`src/rtl/apb_master_arbiter.sv`:
```
// rtl/apb_master_arbiter.sv - two-requester round-robin APB master (optional PREADY timeout via APB_TIMEOUT_EN)
module apb_master_arbiter #(
  parameter int ADDR_W         = 5,
  parameter int DATA_W         = 32,
  parameter int TIMEOUT_CYCLES = 16
) (
  input  logic                PCLK,
  input  logic                PRESETn,
  input  logic [1:0]          req_valid,
  input  logic [1:0]          req_write,
  input  logic [3:0]          req_sel,
  input  logic [2*ADDR_W-1:0] req_addr,
  input  logic [2*DATA_W-1:0] req_wdata,
  output logic [1:0]          req_ack,
  output logic                rsp_valid,
  output logic                rsp_id,
  output logic [DATA_W-1:0]   rsp_rdata,
  output logic                rsp_err,
  output logic [1:0]          PSEL,
  output logic                PENABLE,
  output logic                PWRITE,
  output logic [ADDR_W-1:0]   PADDR,
  output logic [DATA_W-1:0]   PWDATA,
  input  logic [DATA_W-1:0]   PRDATA,
  input  logic                PREADY,
  input  logic                PSLVERR
);

  typedef enum logic [1:0] {S_IDLE, S_SETUP, S_ACCESS, S_ERR} state_t;

  state_t     state_q, state_d;
  logic [1:0] sel_q;
  logic       id_q;
  logic       last_grant_q;
  logic       timeout_hit;
  logic       xfer_done;
  logic       arb_en;
  logic [1:0] cand;
  logic       win_any;
  logic       win_id;
  logic [1:0] win_sel;
  logic       win_legal;

`ifdef APB_TIMEOUT_EN
  localparam int TO_W = $clog2(TIMEOUT_CYCLES + 1);
  logic [TO_W-1:0] to_cnt_q;

  // Count consecutive wait-state cycles of the current ACCESS phase
  always_ff @(posedge PCLK or negedge PRESETn) begin
    if (!PRESETn) begin
      to_cnt_q <= '0;
    end else if (state_q == S_ACCESS && !PREADY && !timeout_hit) begin
      to_cnt_q <= to_cnt_q + 1'b1;
    end else begin
      to_cnt_q <= '0;
    end
  end

  assign timeout_hit = (state_q == S_ACCESS) && !PREADY &&
                       (to_cnt_q == TO_W'(TIMEOUT_CYCLES - 1));
`else
  assign timeout_hit = 1'b0;
`endif

  assign xfer_done = (state_q == S_ACCESS) && (PREADY || timeout_hit);
  assign arb_en    = (state_q == S_IDLE) || xfer_done;

  // The requester finishing now is left out so it never gets ack and rsp in one cycle
  assign cand      = req_valid & ~((state_q == S_ACCESS) ? (2'b01 << id_q) : 2'b00);
  assign win_any   = |cand;
  assign win_id    = (&cand) ? ~last_grant_q : cand[1];
  assign win_sel   = win_id ? req_sel[3:2] : req_sel[1:0];
  assign win_legal = ^win_sel;

  // State register
  always_ff @(posedge PCLK or negedge PRESETn) begin
    if (!PRESETn) state_q <= S_IDLE;
    else          state_q <= state_d;
  end

  // Next-state: grant in IDLE or on completion; illegal selects skip the bus
  always_comb begin
    state_d = state_q;
    case (state_q)
      S_IDLE:   if (win_any) state_d = win_legal ? S_SETUP : S_ERR;
      S_SETUP:  state_d = S_ACCESS;
      S_ACCESS: if (xfer_done) state_d = win_any ? (win_legal ? S_SETUP : S_ERR) : S_IDLE;
      S_ERR:    state_d = S_IDLE;
      default:  state_d = S_IDLE;
    endcase
  end

  // Outputs: bus select/enable and the request acknowledge
  always_comb begin
    PSEL    = 2'b00;
    PENABLE = 1'b0;
    req_ack = 2'b00;
    case (state_q)
      S_SETUP: begin
        PSEL    = sel_q;
        req_ack = 2'b01 << id_q;
      end
      S_ACCESS: begin
        PSEL    = sel_q;
        PENABLE = 1'b1;
      end
      S_ERR:   req_ack = 2'b01 << id_q;
      default: ;
    endcase
  end

  // Capture the winner's fields into the bus registers on the grant edge
  always_ff @(posedge PCLK or negedge PRESETn) begin
    if (!PRESETn) begin
      sel_q        <= 2'b00;
      id_q         <= 1'b0;
      last_grant_q <= 1'b1;
      PWRITE       <= 1'b0;
      PADDR        <= '0;
      PWDATA       <= '0;
    end else if (arb_en && win_any) begin
      sel_q        <= win_sel;
      id_q         <= win_id;
      last_grant_q <= win_id;
      PWRITE       <= win_id ? req_write[1] : req_write[0];
      PADDR        <= win_id ? req_addr[2*ADDR_W-1:ADDR_W] : req_addr[ADDR_W-1:0];
      PWDATA       <= win_id ? req_wdata[2*DATA_W-1:DATA_W] : req_wdata[DATA_W-1:0];
    end
  end

  // Response register: one-cycle pulse after completion, abort or illegal select
  always_ff @(posedge PCLK or negedge PRESETn) begin
    if (!PRESETn) begin
      rsp_valid <= 1'b0;
      rsp_id    <= 1'b0;
      rsp_err   <= 1'b0;
      rsp_rdata <= '0;
    end else begin
      rsp_valid <= 1'b0;
      if (xfer_done) begin
        rsp_valid <= 1'b1;
        rsp_id    <= id_q;
        rsp_err   <= !PREADY || PSLVERR;
        rsp_rdata <= (PREADY && !PWRITE && !PSLVERR) ? PRDATA : '0;
      end else if (state_q == S_ERR) begin
        rsp_valid <= 1'b1;
        rsp_id    <= id_q;
        rsp_err   <= 1'b1;
        rsp_rdata <= '0;
      end
    end
  end

endmodule

```
`config.mk`:
```
export PLATFORM = sky130hd
export DESIGN_NAME = apb_master_arbiter
export DESIGN_NICKNAME = d
export VERILOG_FILES = /design/src/rtl/apb_master_arbiter.sv
export SDC_FILE = /design/constraint.sdc
export NUM_CORES = 1
export LEC_CHECK = 0
export CORE_ASPECT_RATIO = 1.4
export CORE_UTILIZATION = 40
export CTS_CLUSTER_SIZE = 40
export DETAILED_ROUTE_END_ITERATION = 16
export PLACE_DENSITY_LB_ADDON = 0.12
export SYNTH_ARGS = -nofsm -noshare
export SYNTH_HDL_FRONTEND = slang
export SYNTH_SLANG_ARGS = --single-unit
```
`constraint.sdc`:
```
create_clock -name PCLK -period 2.6 [get_ports PCLK]
set_clock_uncertainty 0.2 [all_clocks]
set_input_delay 0.78 -clock PCLK [delete_from_list [all_inputs] [get_ports PCLK]]
set_output_delay 0.78 -clock PCLK [all_outputs]
set_load 0.005 [all_outputs]
```
### Yosys cells after proc, flatten, opt, wreduce, memory -nomap -nowiden

Cells that the tools add are included.

* bits in registers: 79
* output and inout port bits: 78

* equality and inequality tests: 5
* shift-type cells: 1
* multiplexer cells: 23
* bitwise logic cells: 3
* reduce and logical (&&, ||, !) cells: 17

Operators with widths (count)
* $mux W32: 4
* $mux W2: 8
* $mux W1: 9
* $pmux W2 S4: 1
* $reduce_or A2 Y1: 3
* $mux W5: 1
* $eq A2 B2 Y1 const B: 2
* $logic_and A1 B1 Y1: 4
* $ne A2 B2 Y1 const B: 2
* $reduce_and A2 Y1: 2
* $logic_not A1 Y1: 3
* $and A2 B2 Y2: 1
* $eq A2 B1 Y1 const B: 1
* $logic_not A2 Y1: 1
* $logic_or A1 B1 Y1: 2
* $not A2 Y2: 1
* $reduce_bool A2 Y1: 1
* $reduce_xor A2 Y1: 1
* $shl A1 B1 Y2 const A: 1
* $not A1 Y1: 1

### Depth between registers and ports, before layout

* depth after elaboration: 12
* gate-level depth with buffers: 10

### Worst setup path after synthesis

No wires, ideal clock.

* path kind: reg2reg
* from: reg state_q[0]
* to: reg state_q[1]
* library setup time: 125 ps
* data arrival time: 1631 ps
* required time: 2275 ps
* slack: 644 ps
* stages on the path, launching flop included: 9
* buffers on the path: 1
* clock period less this slack: 1956 ps
* cell sequence: dfrtp_1 inv_1 ha_1 buf_6 nand2b_1 a21oi_2 or2_1 a21oi_2 mux2_4

* cells in the longest elaborated chain, start to end: 12
* elaborated cells on any way between the ends: 21

Ends and longest elaborated chain
* from (decl): line 31 `state_t state_q, state_d;`
* from (signal assigned): line 78 `else state_q <= state_d;`
* $eq A2 B2 Y1: line 65, 69, 84
* $mux W2: line 69 `assign cand = req_valid & ~((state_q == S_ACCESS) ? (2'b01 << id_q) : 2'b00);`
* $not A2 Y2: line 69
* $and A2 B2 Y2: line 69
* $reduce_and A2 Y1: line 71 `assign win_id = (&cand) ? ~last_grant_q : cand[1];`
* $mux W1: line 71
* $mux W2: line 72 `assign win_sel = win_id ? req_sel[3:2] : req_sel[1:0];`
* $reduce_xor A2 Y1: line 73 `assign win_legal = ^win_sel;`
* $mux W2: line 85, 87
* $mux W2 (2 in a row): line 87 `S_ACCESS: if (xfer_done) state_d = win_any ? (win_legal ? S_SETUP : S_ERR) : S_IDLE;`
* $pmux W2 S4: line 84 `case (state_q)`

Parallel ways exist; a longest one is shown, timed or not. The select of a mux whose other input is x is not followed.
A chain may end at the register's enable or synchronous reset.

### Worst setup path in the final report

* from: reg state_q[1]
* to: out PENABLE

* cells in the longest elaborated chain, start to end: 2

Ends and longest elaborated chain
* $eq A2 B2 Y1: line 98 `case (state_q)`
* $mux W1: line 98
* to (decl): line 20 `output logic PENABLE,`

Every way passes these cells.

==> results.md <==
* Final Max Tran Viols at 0
* Reg2reg setup slack at roughly 0.43 ns
* Synthesis-stage register bit count at around 80
* Diodes inserted at 0
* Synth area leaders: dfrtp_1 52%, mux2i_1 12%, a21oi_2 10%
* Synth async-reset ratio at 100%
* Most Crowded Layer GR: met2
* GRT met3 Usage at 4.45%
* Dpl cells at 590
* Post-synthesis mux area share at 12.2%
* Cell Area, Synth at 3740 µm²
* Total detailed-routing wirelength at 8.97 mm
* Setup crit end kind: primary output
* Crit-path slowest cell: clkdlybuf4s50_1
* Fin cells at 608
* Drt pass-1 iters at 4
* Initial antenna violation count at 0
* Clk_lat worst skew at 0.33 ns
* Clock Sinks at slightly below 80
* Pin count of the biggest net entering global routing at 63
* Pre-CTS WS at 0.0177 ns
* Top_reg_cell synth: dfrtp_1
* First-pass GRT wire length at 14.2 mm
* GRT Util Overall at 18.7%
* Vias in the first global route at 2,900
* Maxcap violations at 0
* Unrepaired setup endpoints after global routing: false
* Ports at 196
* Tmin final at 2.52 ns
* Power Density at 1060 nW/µm²
* Initial Util at 41.4%
* Arr. time, crit path at 1.54 ns
* Clk pwr share at a little over a fifth
* Compound-Gate Fraction of Synth Area at 19.0%
* DRC viols at 0
* Post-synthesis sequential area ratio at a little over half
* Synth top area share at 52.2%
* Final net count at 618
* CTS Buf Count at 9
* F_max at ~0.40 GHz
* Syn_area_per_cell at 12.5 µm²
* XOR/XNOR Fraction of Synth Area at 0.469%
* DR vias/cell at 4.88
* Worst-margin pin slew at 0.553 ns
* Die Ht at 116 µm
* Sequential Power Share at between 30% and 40%
* H-tree levels at 3
* Simple-Gate Fraction of Synth Area at around 7.3%
* Port bufs at slightly below 200
* Worst Hold Class: input port to async pin
* Most common cell in the synthesized netlist: dfrtp_1
* Period Utilization, post-route at 96.9%
* Clock Tree Buf Depth at 2
* Final setup viols at 0
* Area leader, netlist: dfrtp_1
* Critical path cell sequence: buf_4 > ha_1 > clkdlybuf4s50_1
* Leak pwr at 2.67 nW
* Worst EP required at 1.62 ns
* Initial DRC Count at 95
* Die ar. at 9740 µm²
* Post-synth EDFFs at 0
* GR Overflow Total at 0
* Critical path type: flop to primary output
* R2R depth at 9
* Rel. slew slack at a little over three fifths
* Setup WS post-layout at 0.0800 ns
* Routability cong. at 0.714
* Max stage delay on crit path at 0.47 ns
* Post-DP HPWL at approximately 6.7 mm
* RR Startpoint: state_q[1]
* Clock Pin Slew Worst Setup and Hold Paths at 0.06 ns
* Die width at ~84 µm
* Via Count at between 2,000 and 3,000
* Rows at around 40
* Share of cells above drive strength 1 at 18.0%
* M1 GR Usage at between 20 and 25%
* Combinational power share at 47.2%
* Core Area at 9030 µm²
* Final TNS setup at 0 ns
* Top cells by count, synth: 78 x dfrtp_1, 43 x a21oi_2, 43 x mux2i_1
* Net Sw Frac at about a third
* Syn_nets at 420
* Routed WL per cell at 14.7 µm
* Internal Power at 4.42 mW
* Status: finished, final reports clean
* Reg-to-Reg End: PWDATA[3]
* Largest family of logic cells by synthesized area: compound AO/OA/AOI/OAI gates
* Worst VDD drop at roughly 630 µV
* P_sw at 2.10 mW
* CTS root buf: clkbuf_16
* Critical path's top delay family: buffers and inverters
* Sum of buffers and inverters on the critical path at 2
* Final Hold Viols at 0
* Post-synthesis adder-cell area fraction at 1.34%
* M2 GR Usage at 31.1%
* Crit-path max FO at 3
* Min Hold Slack at 0.227 ns
* Antenna viol nets, final at 0
* Critical Path Start Type: flop
* CTS tree: done
* Synth-to-layout area growth at 64.0%
* Yosys Warn Count at 0
* Synth cell types at 31
* Power, Total at 6.51 mW
* Cells after synthesis at 298
## how the worst max path moves through the flow
stage,start,end,cells after the start
6_report,state_q[1],PENABLE,3
5_1_grt,state_q[1],PENABLE,3
3_5_place_dp,req_valid[0],PWDATA[20],6
3_3_place_gp,req_valid[0],PWDATA[12],6
4_1_cts,state_q[1],PENABLE,3
2_1_floorplan,state_q[0],state_q[1],8
## power by group through the flow
| stage | combinational [mW] | clock [mW] | sequential [mW] |
|---|---|---|---|
| finish | 3.07 | 1.42 | 2.02 |
| detailed placement | 3.12 | 0 | 2.04 |
| CTS | 3.14 | 1.47 | 2.02 |
| global placement | 3.06 | 0 | 2.03 |
| floorplan | 1.75 | 0 | 2.06 |
| global route | 3.34 | 1.53 | 2.09 |
## cell type report
type | instances | area [µm²]
Clock buffer | 9 | 225
Clock inverter | 7 | 120
Fill cell | 701 | 2900
Inverter | 6 | 22.5
Multi-Input combinational cell | 192 | 1530
Sequential cell | 79 | 1980
Tap cell | 107 | 134
Timing Repair Buffer | 208 | 2120
## per-stage QoR
stage / util (%) / area, µm²
after detailed placement: 63.9 / 5770
final: 67.9 / 6130
after global routing: 67.9 / 6130
after floorplan: - / 3740
after CTS: 67.9 / 6130
after global placement: 63.9 / 5770
## logic make-up (layout without fill, tap and decap cells)
group	count (synthesis)	in the layout
mux	45	45
buf+inv	27	230
compound gates	83	83
simple gates	58	58
flops	79	79
fa+ha+maj	4	4
xor+xnor	2	2
## layer usage
metal  up-vias  share of wire, %
li1       1442                 -
met1      1388                41
met2       121                50
met3        13               7.0
met4         0               2.0
met5         -                 0
## layout by cell type, fill, tap and decap left out, drive strengths merged, types with 3 or more instances in the layout
cell / n
a21oi: 46
a22o: 32
buf: 14
bufinv: 3
clkbuf: 9
clkdlybuf4s50: 190
dfrtp: 78
dlygate4sd2: 4
ha: 4
inv: 7
mux2i: 43
nand2: 4
nor2: 46
## timing repair
action / CTS / global route
buffers inserted: 2 / 0
hold buffers: 0 / 0
gates resized for setup: 5 / 0
setup endpoints to repair: 4 / 0
## worst register-to-register path, stage by stage (launching register included)
cell and delay, ns:
dfrtp_1 0.40, buf_4 0.15, ha_1 0.19, buf_4 0.18
nand2b_1 0.09, a21oi_2 0.07, nor3_4 0.24, buf_12 0.33
nor2_1 0.14, a21oi_2 0.11
## registers in the layout, summed over array words and instances, names as in the netlist
name / count
PWDATA: 32
rsp_rdata: 32
PADDR: 5
sel_q: 2
state_q: 2
PWRITE: 1
id_q: 1
last_grant_q: 1
rsp_err: 1
rsp_id: 1
rsp_valid: 1
(Power assumes the default switching activity.)
